--- src/rtl/dcache_miss_ctrl_if.sv ---
// Bundle of the CPU/MEM-stage, cache and main-memory signals around dcache_miss_ctrl.
// master : environment side (pipeline, cache arrays, memory) - drives requests, sees results.
// slave  : the miss controller itself.
// Groups: cpu_* pipeline access, cache_* lookup result, mem_* memory handshake,
//         refill_* line write to the cache, upd_* store-hit word update, err sticky timeout.
interface dcache_miss_ctrl_if #(
    parameter int unsigned TAG_W = 5,
    parameter int unsigned IDX_W = 3
);
    logic             cpu_req;
    logic             cpu_we;
    logic [31:0]      cpu_addr;
    logic [31:0]      cpu_wdata;
    logic             cache_hit;
    logic [31:0]      cache_rdata;
    logic             stall;
    logic [31:0]      cpu_rdata;
    logic             mem_req;
    logic             mem_we;
    logic [31:0]      mem_addr;
    logic [31:0]      mem_wdata;
    logic             mem_ack;
    logic [31:0]      mem_rdata;
    logic             refill_valid;
    logic [IDX_W-1:0] refill_index;
    logic [TAG_W-1:0] refill_tag;
    logic [63:0]      refill_data;
    logic             upd_valid;
    logic [31:0]      upd_wdata;
    logic             err;

    modport master (
        output cpu_req, cpu_we, cpu_addr, cpu_wdata, cache_hit, cache_rdata, mem_ack, mem_rdata,
        input  stall, cpu_rdata, mem_req, mem_we, mem_addr, mem_wdata, refill_valid,
        input  refill_index, refill_tag, refill_data, upd_valid, upd_wdata, err
    );

    modport slave (
        input  cpu_req, cpu_we, cpu_addr, cpu_wdata, cache_hit, cache_rdata, mem_ack, mem_rdata,
        output stall, cpu_rdata, mem_req, mem_we, mem_addr, mem_wdata, refill_valid,
        output refill_index, refill_tag, refill_data, upd_valid, upd_wdata, err
    );
endinterface

--- src/rtl/dcache_miss_ctrl.sv ---
// MEM-stage miss controller for a 4-way, 2-word-line data cache.
// Load hits are served combinationally; load misses stall and fetch the line in two
// req/ack beats, then write it to the cache with one refill pulse. Stores are
// write-through, no-write-allocate; a store hit also pulses upd_valid.
// Ports:
//   clk  - clock, rising edge
//   rst  - synchronous active-high reset
//   bus  - dcache_miss_ctrl_if.slave (cpu_*, cache_*, mem_*, refill_*, upd_*, err)
// Optional feature: define DCACHE_WRITE_BUFFER_EN for a one-entry store buffer that
// lets a store retire without stalling while it drains to memory in the background.
module dcache_miss_ctrl #(
    parameter int unsigned TAG_W       = 5,
    parameter int unsigned IDX_W       = 3,
    parameter int unsigned MEM_TIMEOUT = 255
) (
    input logic              clk,
    input logic              rst,
    dcache_miss_ctrl_if.slave bus
);
    localparam int unsigned CNT_W = $clog2(MEM_TIMEOUT + 1);

    typedef enum logic [2:0] {IDLE, RD0, RD1, FILL, RESP, WR} state_t;

`ifdef DCACHE_WRITE_BUFFER_EN
    // A buffered store has no pipeline waiting on it, so the drain returns straight to IDLE.
    localparam state_t WR_DONE = IDLE;
`else
    localparam state_t WR_DONE = RESP;
`endif

    state_t           r_state;
    logic [CNT_W-1:0] r_cnt;
    logic             r_sel;
    logic [IDX_W-1:0] r_idx;
    logic [TAG_W-1:0] r_tag;
    logic [31:0]      r_word0;
    logic [31:0]      r_word1;
    logic [31:0]      r_resp_rdata;
    logic             r_mem_req;
    logic             r_mem_we;
    logic [31:0]      r_mem_addr;
    logic [31:0]      r_mem_wdata;
    logic             r_refill_valid;
    logic             r_err;

    logic w_load;
    logic w_store;
    logic w_miss;
    logic w_serve;
    logic w_store_ok;
    logic w_timeout;
    logic w_unused_addr;

    assign w_load  = bus.cpu_req & ~bus.cpu_we;
    assign w_store = bus.cpu_req & bus.cpu_we;
    assign w_miss  = w_load & ~bus.cache_hit;

`ifdef DCACHE_WRITE_BUFFER_EN
    // While the buffer drains (WR) the pipeline keeps running on hits.
    assign w_serve    = (r_state == IDLE) | (r_state == WR);
    assign w_store_ok = (r_state == IDLE);
`else
    assign w_serve    = (r_state == IDLE);
    assign w_store_ok = 1'b0;
`endif

    // Beat gives up after MEM_TIMEOUT request cycles; an ack on the last one still counts.
    assign w_timeout = ~bus.mem_ack & (r_cnt == CNT_W'(MEM_TIMEOUT - 1));

    // Byte offset within a word carries no meaning for a word-wide cache.
    assign w_unused_addr = ^bus.cpu_addr[1:0];

    always_comb begin
        bus.stall     = 1'b1;
        bus.cpu_rdata = '0;
        if (w_serve) begin
            bus.stall = w_miss | (w_store & ~w_store_ok);
            if (w_load & bus.cache_hit) begin
                bus.cpu_rdata = bus.cache_rdata;
            end
        end else if (r_state == RESP) begin
            bus.stall     = 1'b0;
            bus.cpu_rdata = r_resp_rdata;
        end
    end

    assign bus.upd_valid    = (r_state == IDLE) & w_store & bus.cache_hit;
    assign bus.upd_wdata    = bus.upd_valid ? bus.cpu_wdata : 32'h0;
    assign bus.mem_req      = r_mem_req;
    assign bus.mem_we       = r_mem_we;
    assign bus.mem_addr     = r_mem_addr;
    assign bus.mem_wdata    = r_mem_wdata;
    assign bus.refill_valid = r_refill_valid;
    assign bus.refill_index = r_idx;
    assign bus.refill_tag   = r_tag;
    assign bus.refill_data  = {r_word1, r_word0};
    assign bus.err          = r_err;

    always_ff @(posedge clk) begin
        if (rst) begin
            r_state        <= IDLE;
            r_cnt          <= '0;
            r_sel          <= 1'b0;
            r_idx          <= '0;
            r_tag          <= '0;
            r_word0        <= '0;
            r_word1        <= '0;
            r_resp_rdata   <= '0;
            r_mem_req      <= 1'b0;
            r_mem_we       <= 1'b0;
            r_mem_addr     <= '0;
            r_mem_wdata    <= '0;
            r_refill_valid <= 1'b0;
            r_err          <= 1'b0;
        end else begin
            r_refill_valid <= 1'b0;
            unique case (r_state)
                IDLE: begin
                    r_cnt <= '0;
                    if (w_miss) begin
                        r_sel      <= bus.cpu_addr[2];
                        r_idx      <= bus.cpu_addr[3 +: IDX_W];
                        r_tag      <= bus.cpu_addr[3 + IDX_W +: TAG_W];
                        r_mem_req  <= 1'b1;
                        r_mem_we   <= 1'b0;
                        r_mem_addr <= {bus.cpu_addr[31:3], 3'b000};
                        r_state    <= RD0;
                    end else if (w_store) begin
                        r_mem_req   <= 1'b1;
                        r_mem_we    <= 1'b1;
                        r_mem_addr  <= {bus.cpu_addr[31:2], 2'b00};
                        r_mem_wdata <= bus.cpu_wdata;
                        r_state     <= WR;
                    end
                end
                RD0: begin
                    if (bus.mem_ack) begin
                        // mem_req stays high straight into the second beat.
                        r_word0    <= bus.mem_rdata;
                        r_mem_addr <= r_mem_addr + 32'd4;
                        r_cnt      <= '0;
                        r_state    <= RD1;
                    end else if (w_timeout) begin
                        r_err        <= 1'b1;
                        r_mem_req    <= 1'b0;
                        r_mem_addr   <= '0;
                        r_resp_rdata <= '0;
                        r_state      <= RESP;
                    end else begin
                        r_cnt <= r_cnt + 1'b1;
                    end
                end
                RD1: begin
                    if (bus.mem_ack) begin
                        r_word1        <= bus.mem_rdata;
                        r_mem_req      <= 1'b0;
                        r_mem_addr     <= '0;
                        r_refill_valid <= 1'b1;
                        r_resp_rdata   <= r_sel ? bus.mem_rdata : r_word0;
                        r_state        <= FILL;
                    end else if (w_timeout) begin
                        r_err        <= 1'b1;
                        r_mem_req    <= 1'b0;
                        r_mem_addr   <= '0;
                        r_resp_rdata <= '0;
                        r_state      <= RESP;
                    end else begin
                        r_cnt <= r_cnt + 1'b1;
                    end
                end
                FILL: begin
                    r_state <= RESP;
                end
                RESP: begin
                    // Held request is deliberately not re-examined here.
                    r_resp_rdata <= '0;
                    r_state      <= IDLE;
                end
                WR: begin
                    if (bus.mem_ack || w_timeout) begin
                        if (!bus.mem_ack) begin
                            r_err <= 1'b1;
                        end
                        r_mem_req    <= 1'b0;
                        r_mem_we     <= 1'b0;
                        r_mem_addr   <= '0;
                        r_mem_wdata  <= '0;
                        r_resp_rdata <= '0;
                        r_state      <= WR_DONE;
                    end else begin
                        r_cnt <= r_cnt + 1'b1;
                    end
                end
                default: begin
                    r_state <= IDLE;
                end
            endcase
        end
    end
endmodule
--- src/flat_wrapper.sv ---
// flat-port wrapper written by rule: the top's interface ports become plain ports
module dcache_miss_ctrl_flat 
#(
    parameter int unsigned TAG_W       = 5,
    parameter int unsigned IDX_W       = 3,
    parameter int unsigned MEM_TIMEOUT = 255
)
  (clk, rst, bus_cpu_req, bus_cpu_we, bus_cpu_addr, bus_cpu_wdata, bus_cache_hit, bus_cache_rdata, bus_mem_ack, bus_mem_rdata, bus_stall, bus_cpu_rdata, bus_mem_req, bus_mem_we, bus_mem_addr, bus_mem_wdata, bus_refill_valid, bus_refill_index, bus_refill_tag, bus_refill_data, bus_upd_valid, bus_upd_wdata, bus_err);
  dcache_miss_ctrl_if #(.TAG_W(TAG_W), .IDX_W(IDX_W)) bus_i ();
  input logic clk;
  input logic rst;
  input wire logic [$bits(bus_i.cpu_req)-1:0] bus_cpu_req;
  input wire logic [$bits(bus_i.cpu_we)-1:0] bus_cpu_we;
  input wire logic [$bits(bus_i.cpu_addr)-1:0] bus_cpu_addr;
  input wire logic [$bits(bus_i.cpu_wdata)-1:0] bus_cpu_wdata;
  input wire logic [$bits(bus_i.cache_hit)-1:0] bus_cache_hit;
  input wire logic [$bits(bus_i.cache_rdata)-1:0] bus_cache_rdata;
  input wire logic [$bits(bus_i.mem_ack)-1:0] bus_mem_ack;
  input wire logic [$bits(bus_i.mem_rdata)-1:0] bus_mem_rdata;
  output wire logic [$bits(bus_i.stall)-1:0] bus_stall;
  output wire logic [$bits(bus_i.cpu_rdata)-1:0] bus_cpu_rdata;
  output wire logic [$bits(bus_i.mem_req)-1:0] bus_mem_req;
  output wire logic [$bits(bus_i.mem_we)-1:0] bus_mem_we;
  output wire logic [$bits(bus_i.mem_addr)-1:0] bus_mem_addr;
  output wire logic [$bits(bus_i.mem_wdata)-1:0] bus_mem_wdata;
  output wire logic [$bits(bus_i.refill_valid)-1:0] bus_refill_valid;
  output wire logic [$bits(bus_i.refill_index)-1:0] bus_refill_index;
  output wire logic [$bits(bus_i.refill_tag)-1:0] bus_refill_tag;
  output wire logic [$bits(bus_i.refill_data)-1:0] bus_refill_data;
  output wire logic [$bits(bus_i.upd_valid)-1:0] bus_upd_valid;
  output wire logic [$bits(bus_i.upd_wdata)-1:0] bus_upd_wdata;
  output wire logic [$bits(bus_i.err)-1:0] bus_err;
  assign bus_i.cpu_req = bus_cpu_req;
  assign bus_i.cpu_we = bus_cpu_we;
  assign bus_i.cpu_addr = bus_cpu_addr;
  assign bus_i.cpu_wdata = bus_cpu_wdata;
  assign bus_i.cache_hit = bus_cache_hit;
  assign bus_i.cache_rdata = bus_cache_rdata;
  assign bus_i.mem_ack = bus_mem_ack;
  assign bus_i.mem_rdata = bus_mem_rdata;
  assign bus_stall = bus_i.stall;
  assign bus_cpu_rdata = bus_i.cpu_rdata;
  assign bus_mem_req = bus_i.mem_req;
  assign bus_mem_we = bus_i.mem_we;
  assign bus_mem_addr = bus_i.mem_addr;
  assign bus_mem_wdata = bus_i.mem_wdata;
  assign bus_refill_valid = bus_i.refill_valid;
  assign bus_refill_index = bus_i.refill_index;
  assign bus_refill_tag = bus_i.refill_tag;
  assign bus_refill_data = bus_i.refill_data;
  assign bus_upd_valid = bus_i.upd_valid;
  assign bus_upd_wdata = bus_i.upd_wdata;
  assign bus_err = bus_i.err;
  dcache_miss_ctrl #(.TAG_W(TAG_W), .IDX_W(IDX_W), .MEM_TIMEOUT(MEM_TIMEOUT)) u_core (.clk(clk), .rst(rst), .bus(bus_i));
endmodule
--- config.mk ---
export PLATFORM = sky130hd
export DESIGN_NAME = dcache_miss_ctrl_flat
export DESIGN_NICKNAME = d
export VERILOG_FILES = /design/src/rtl/dcache_miss_ctrl_if.sv /design/src/rtl/dcache_miss_ctrl.sv /design/src/flat_wrapper.sv
export SDC_FILE = /design/constraint.sdc
export NUM_CORES = 1
export LEC_CHECK = 0
export ABC_CLOCK_PERIOD_IN_PS = 2400
export CORE_AREA = 2 2 173 175
export DETAILED_ROUTE_END_ITERATION = 6
export DIE_AREA = 0 0 175 177
export GPL_TIMING_DRIVEN = 0
export HOLD_SLACK_MARGIN = 0.12
export PLACE_DENSITY_LB_ADDON = 0.3
export REMOVE_ABC_BUFFERS = 1
export SLEW_MARGIN = 20
export SYNTH_ARGS = -nofsm -noshare
export SYNTH_HDL_FRONTEND = slang
export SYNTH_SLANG_ARGS = --single-unit
--- constraint.sdc ---
create_clock -name clk -period 2.4 [get_ports clk]
set_input_delay 0.36 -clock clk [delete_from_list [all_inputs] [get_ports clk]]
set_output_delay 0.36 -clock clk [all_outputs]
set_load 0.02 [all_outputs]
==> impl_metrics.json <==
{
  "slowest_stage": "dfxtp_4",
  "area_growth_pct": 54.7,
  "grt_antenna_before_repair": 1,
  "synth-seq-cells": 184,
  "maxSlewHeadroom": 0.502,
  "postCtsHoldBufs": 0,
  "grt_pass1_vias": 8853,
  "place_area_mm2": 0.0124,
  "synth_warnings": 0,
  "synth_top_cells_by_area": "dfxtp_1 (43%), nand2_1 (11%), a21oi_1 (7.9%)",
  "grt_usage": 0.211,
  "antenna_left": 0,
  "numCtsBuffers": 17,
  "rsz0062_at_grt": "yes",
  "clockRootBuffer": "clkbuf_16",
  "setup_tns_ps": 0,
  "startpoint": "u_core.r_state[0]$_SDFFE_PP0P_",
  "crit_required_ps": 2040,
  "die_y_um": 177,
  "drt-initial-drc-count": 633,
  "htreeDepth": 4,
  "worstPathCellList": "nor3_4 > buf_4 > buf_12 > and3_4 > a22o_1 > clkdlybuf4s15_1",
  "end_kind": "output pin",
  "synth_mux_area_frac": 0.0509,
  "startpoint_type": "flop",
  "synth_area_per_cell_um2": 7.85,
  "ys_seq_area_frac": 0.430,
  "vdd_drop_max_mv": 0.484,
  "total_power_mw": 12.1,
  "crit_type": "reg2out",
  "fmax_mhz": 426,
  "fin_area_mm2": 0.0133,
  "synth.top_cell.area_share": 0.430,
  "status": "complete, no violations",
  "dp.final_hpwl_um": 22600,
  "routed_wl_um": 33400,
  "worst_clock_skew_ps": 18.5,
  "synth_cell_types": 66,
  "worst_slew_pin_slew_ps": 747,
  "worstPathArrival_ps": 1990,
  "start_util": 0.293,
  "io_pins": 340,
  "clock_latency_ps": 440,
  "post_drt_via_cell_ratio": 5.15,
  "power_density_mw_per_mm2": 911,
  "min-delay-path-class": "in2reg",
  "clk_pin_slew_ps": 70,
  "setup_viol": 0,
  "num-nets-final": 1549,
  "netlist_area_mm2": 0.00857,
  "synth_compound_area_frac": 0.232,
  "synth-xor-area-share": 0,
  "layout-drive-gt1-share": 0.128,
  "dieArea_mm2": 0.0310,
  "yosys.area_share.simple": 0.240,
  "critPathMaxStageDelay_ps": 380,
  "place_congestion": 0.844,
  "route.detailed.drc": 0,
  "cts_tree": "done",
  "synth_top_family_by_area": "simple AND/OR/NAND/NOR gates",
  "rows": 63,
  "port_buffers": 337,
  "postLayoutCoreUtil": 0.454,
  "worst-path-max-fanout": 9,
  "slew_viol_final": 0,
  "vias": 9347,
  "reg2reg_from": "u_core.bus.mem_addr[2]$_SDFFE_PP0P_",
  "period_needed_ps": 2350,
  "synth-edff-count": 0,
  "synthAdderAreaFrac": 0.00438,
  "synth_flop_cell": "dfxtp_1",
  "grt_max_degree": 69,
  "synth-async-reset-ratio": 0,
  "die_width_um": 175,
  "fill_cells": 2857,
  "grt_pass1_wl_um": 51100,
  "hp-start": "rst",
  "min_period_over_period": 0.977,
  "leakage_nw": 4.81,
  "grt-ovfl-total": 0,
  "coreArea_mm2": 0.0292,
  "wl_per_cell_um": 18.4,
  "cts_sinks": 184,
  "dr.pass1.iters": 5,
  "hold_viol_final": 0,
  "synth_top_area_cell": "dfxtp_1",
  "cts_max_path_buffers": 2,
  "syn_inst": 1092,
  "drv_cap": 0
}
## logic make-up after synthesis
| group | count (synthesis) |
|---|---|
| AOI/OAI and AO/OA | 326 |
| adders and majority gates | 3 |
| buffers and inverters | 92 |
| DFF | 184 |
| muxes | 43 |
| and+or+nand+nor | 444 |
## area by class of cell
cell class                 instances  area (µm²)  share of cell area
antenna                            1        2.50            0.000189
sequential                       184        3700               0.279
multi-input combinational        820        4760               0.359
clock buffer                      17         425              0.0321
timing repair buffer             378        3670               0.277
tap                              390         488              0.0368
inverter                          11        41.3             0.00311
clock inverter                    15         180              0.0136
## placed cells by master, fill, tap and decap left out, types with 33 or more instances in the layout
cell type / instances
nor2_1: 46
clkdlybuf4s50_1: 268
a22o_1: 33
a21oi_1: 135
mux2i_1: 41
and2_1: 34
dfxtp_1: 179
o21ai_0: 77
nand2_1: 240
nand3_1: 49
## state kept, by name, indices dropped and copies added, names as in the netlist, 5 cells and up
register,cells
u_core.bus.mem_addr,32
u_core.bus.mem_wdata,32
u_core.bus.refill_tag,5
u_core.r_cnt,8
u_core.r_resp_rdata,32
u_core.r_word0,32
u_core.r_word1,32
## final timing paths
kind              depth (start not counted)  slack [ps]                                     to
setup / recovery                          6          50                      bus_cpu_rdata[25]
hold reg to reg                           2         450  u_core.bus.mem_wdata[31]$_SDFFE_PP0P_
setup reg to reg                          7          90   u_core.bus.mem_addr[28]$_SDFFE_PP0P_
hold / removal                            2         390        u_core.r_word1[25]$_SDFFE_PP0P_
## repair_timing
item | CTS | global route
setup buffers | 17 | 11
gates cloned | 3 | 1
pin swaps | 5 | 5
hold endpoints to repair | 0 | 0
setup endpoints to repair | 166 | 142
resized for setup | 180 | 88
## synth_stat cells (2+ instances only)
master       n
o21ai_0     79
nand2b_1     2
a31oi_1     16
and3_1      12
o2111ai_1    2
a41oi_1      2
clkbuf_1    58
inv_1       11
o31ai_1      3
nor2_1      51
nor3b_1      2
o311a_1      3
a21oi_1    136
a22o_1      34
nand3_1     50
buf_2       19
buf_1        3
nor4_1       4
nand2_1    246
and4_1       3
dfxtp_1    184
or3_1        5
a21o_1       4
ha_1         3
a32o_1       2
a211oi_2     2
mux2i_1     41
a211oi_1     5
o21a_1       4
o21ai_1      3
a311oi_1     6
nor4_4       2
and2_1      36
a221oi_1     2
o221ai_1     6
a21oi_2      2
o211ai_1     3
nor3_1       5
nand4_1     10
nor2b_1      4
nand4b_1     2
## per-stage QoR
| step | worst slack [ps] | instances | hold WS (ps) |
|---|---|---|---|
| floorplan | -331 | 1011 | 425 |
| global placement | -5590 | 1738 | 436 |
| detailed placement | -1090 | 1751 | 443 |
| CTS | 0.548 | 1803 | 376 |
| global route | -17.8 | 1815 | 403 |
| finish | 54.2 | 1816 | 386 |
## critical path: cells and delay by family (launching register included)
kind / cells / cell delay [ps]
simple gates: 2 / 470
buf+inv: 3 / 570
compound gates: 1 / 140
flops: 1 / 380
## power breakdown
group | leakage, nW | switching, mW | total, mW | internal [mW]
Sequential | 1.50 | 0.563 | 4.05 | 3.49
Clock | 0.289 | 1.45 | 2.87 | 1.41
Combinational | 3.02 | 2.92 | 5.17 | 2.25
## metal layers
layer / routed length, µm / vias to the layer above / global-route usage
met3: 2790 / 45 / 0.0535
li1: - / 4512 / -
met4: 774 / 0 / 0.0733
met1: 14100 / 4378 / 0.268
met2: 15700 / 412 / 0.349
met5: 0 / - / 0
Note: power is estimated with default switching activity, not from simulation.
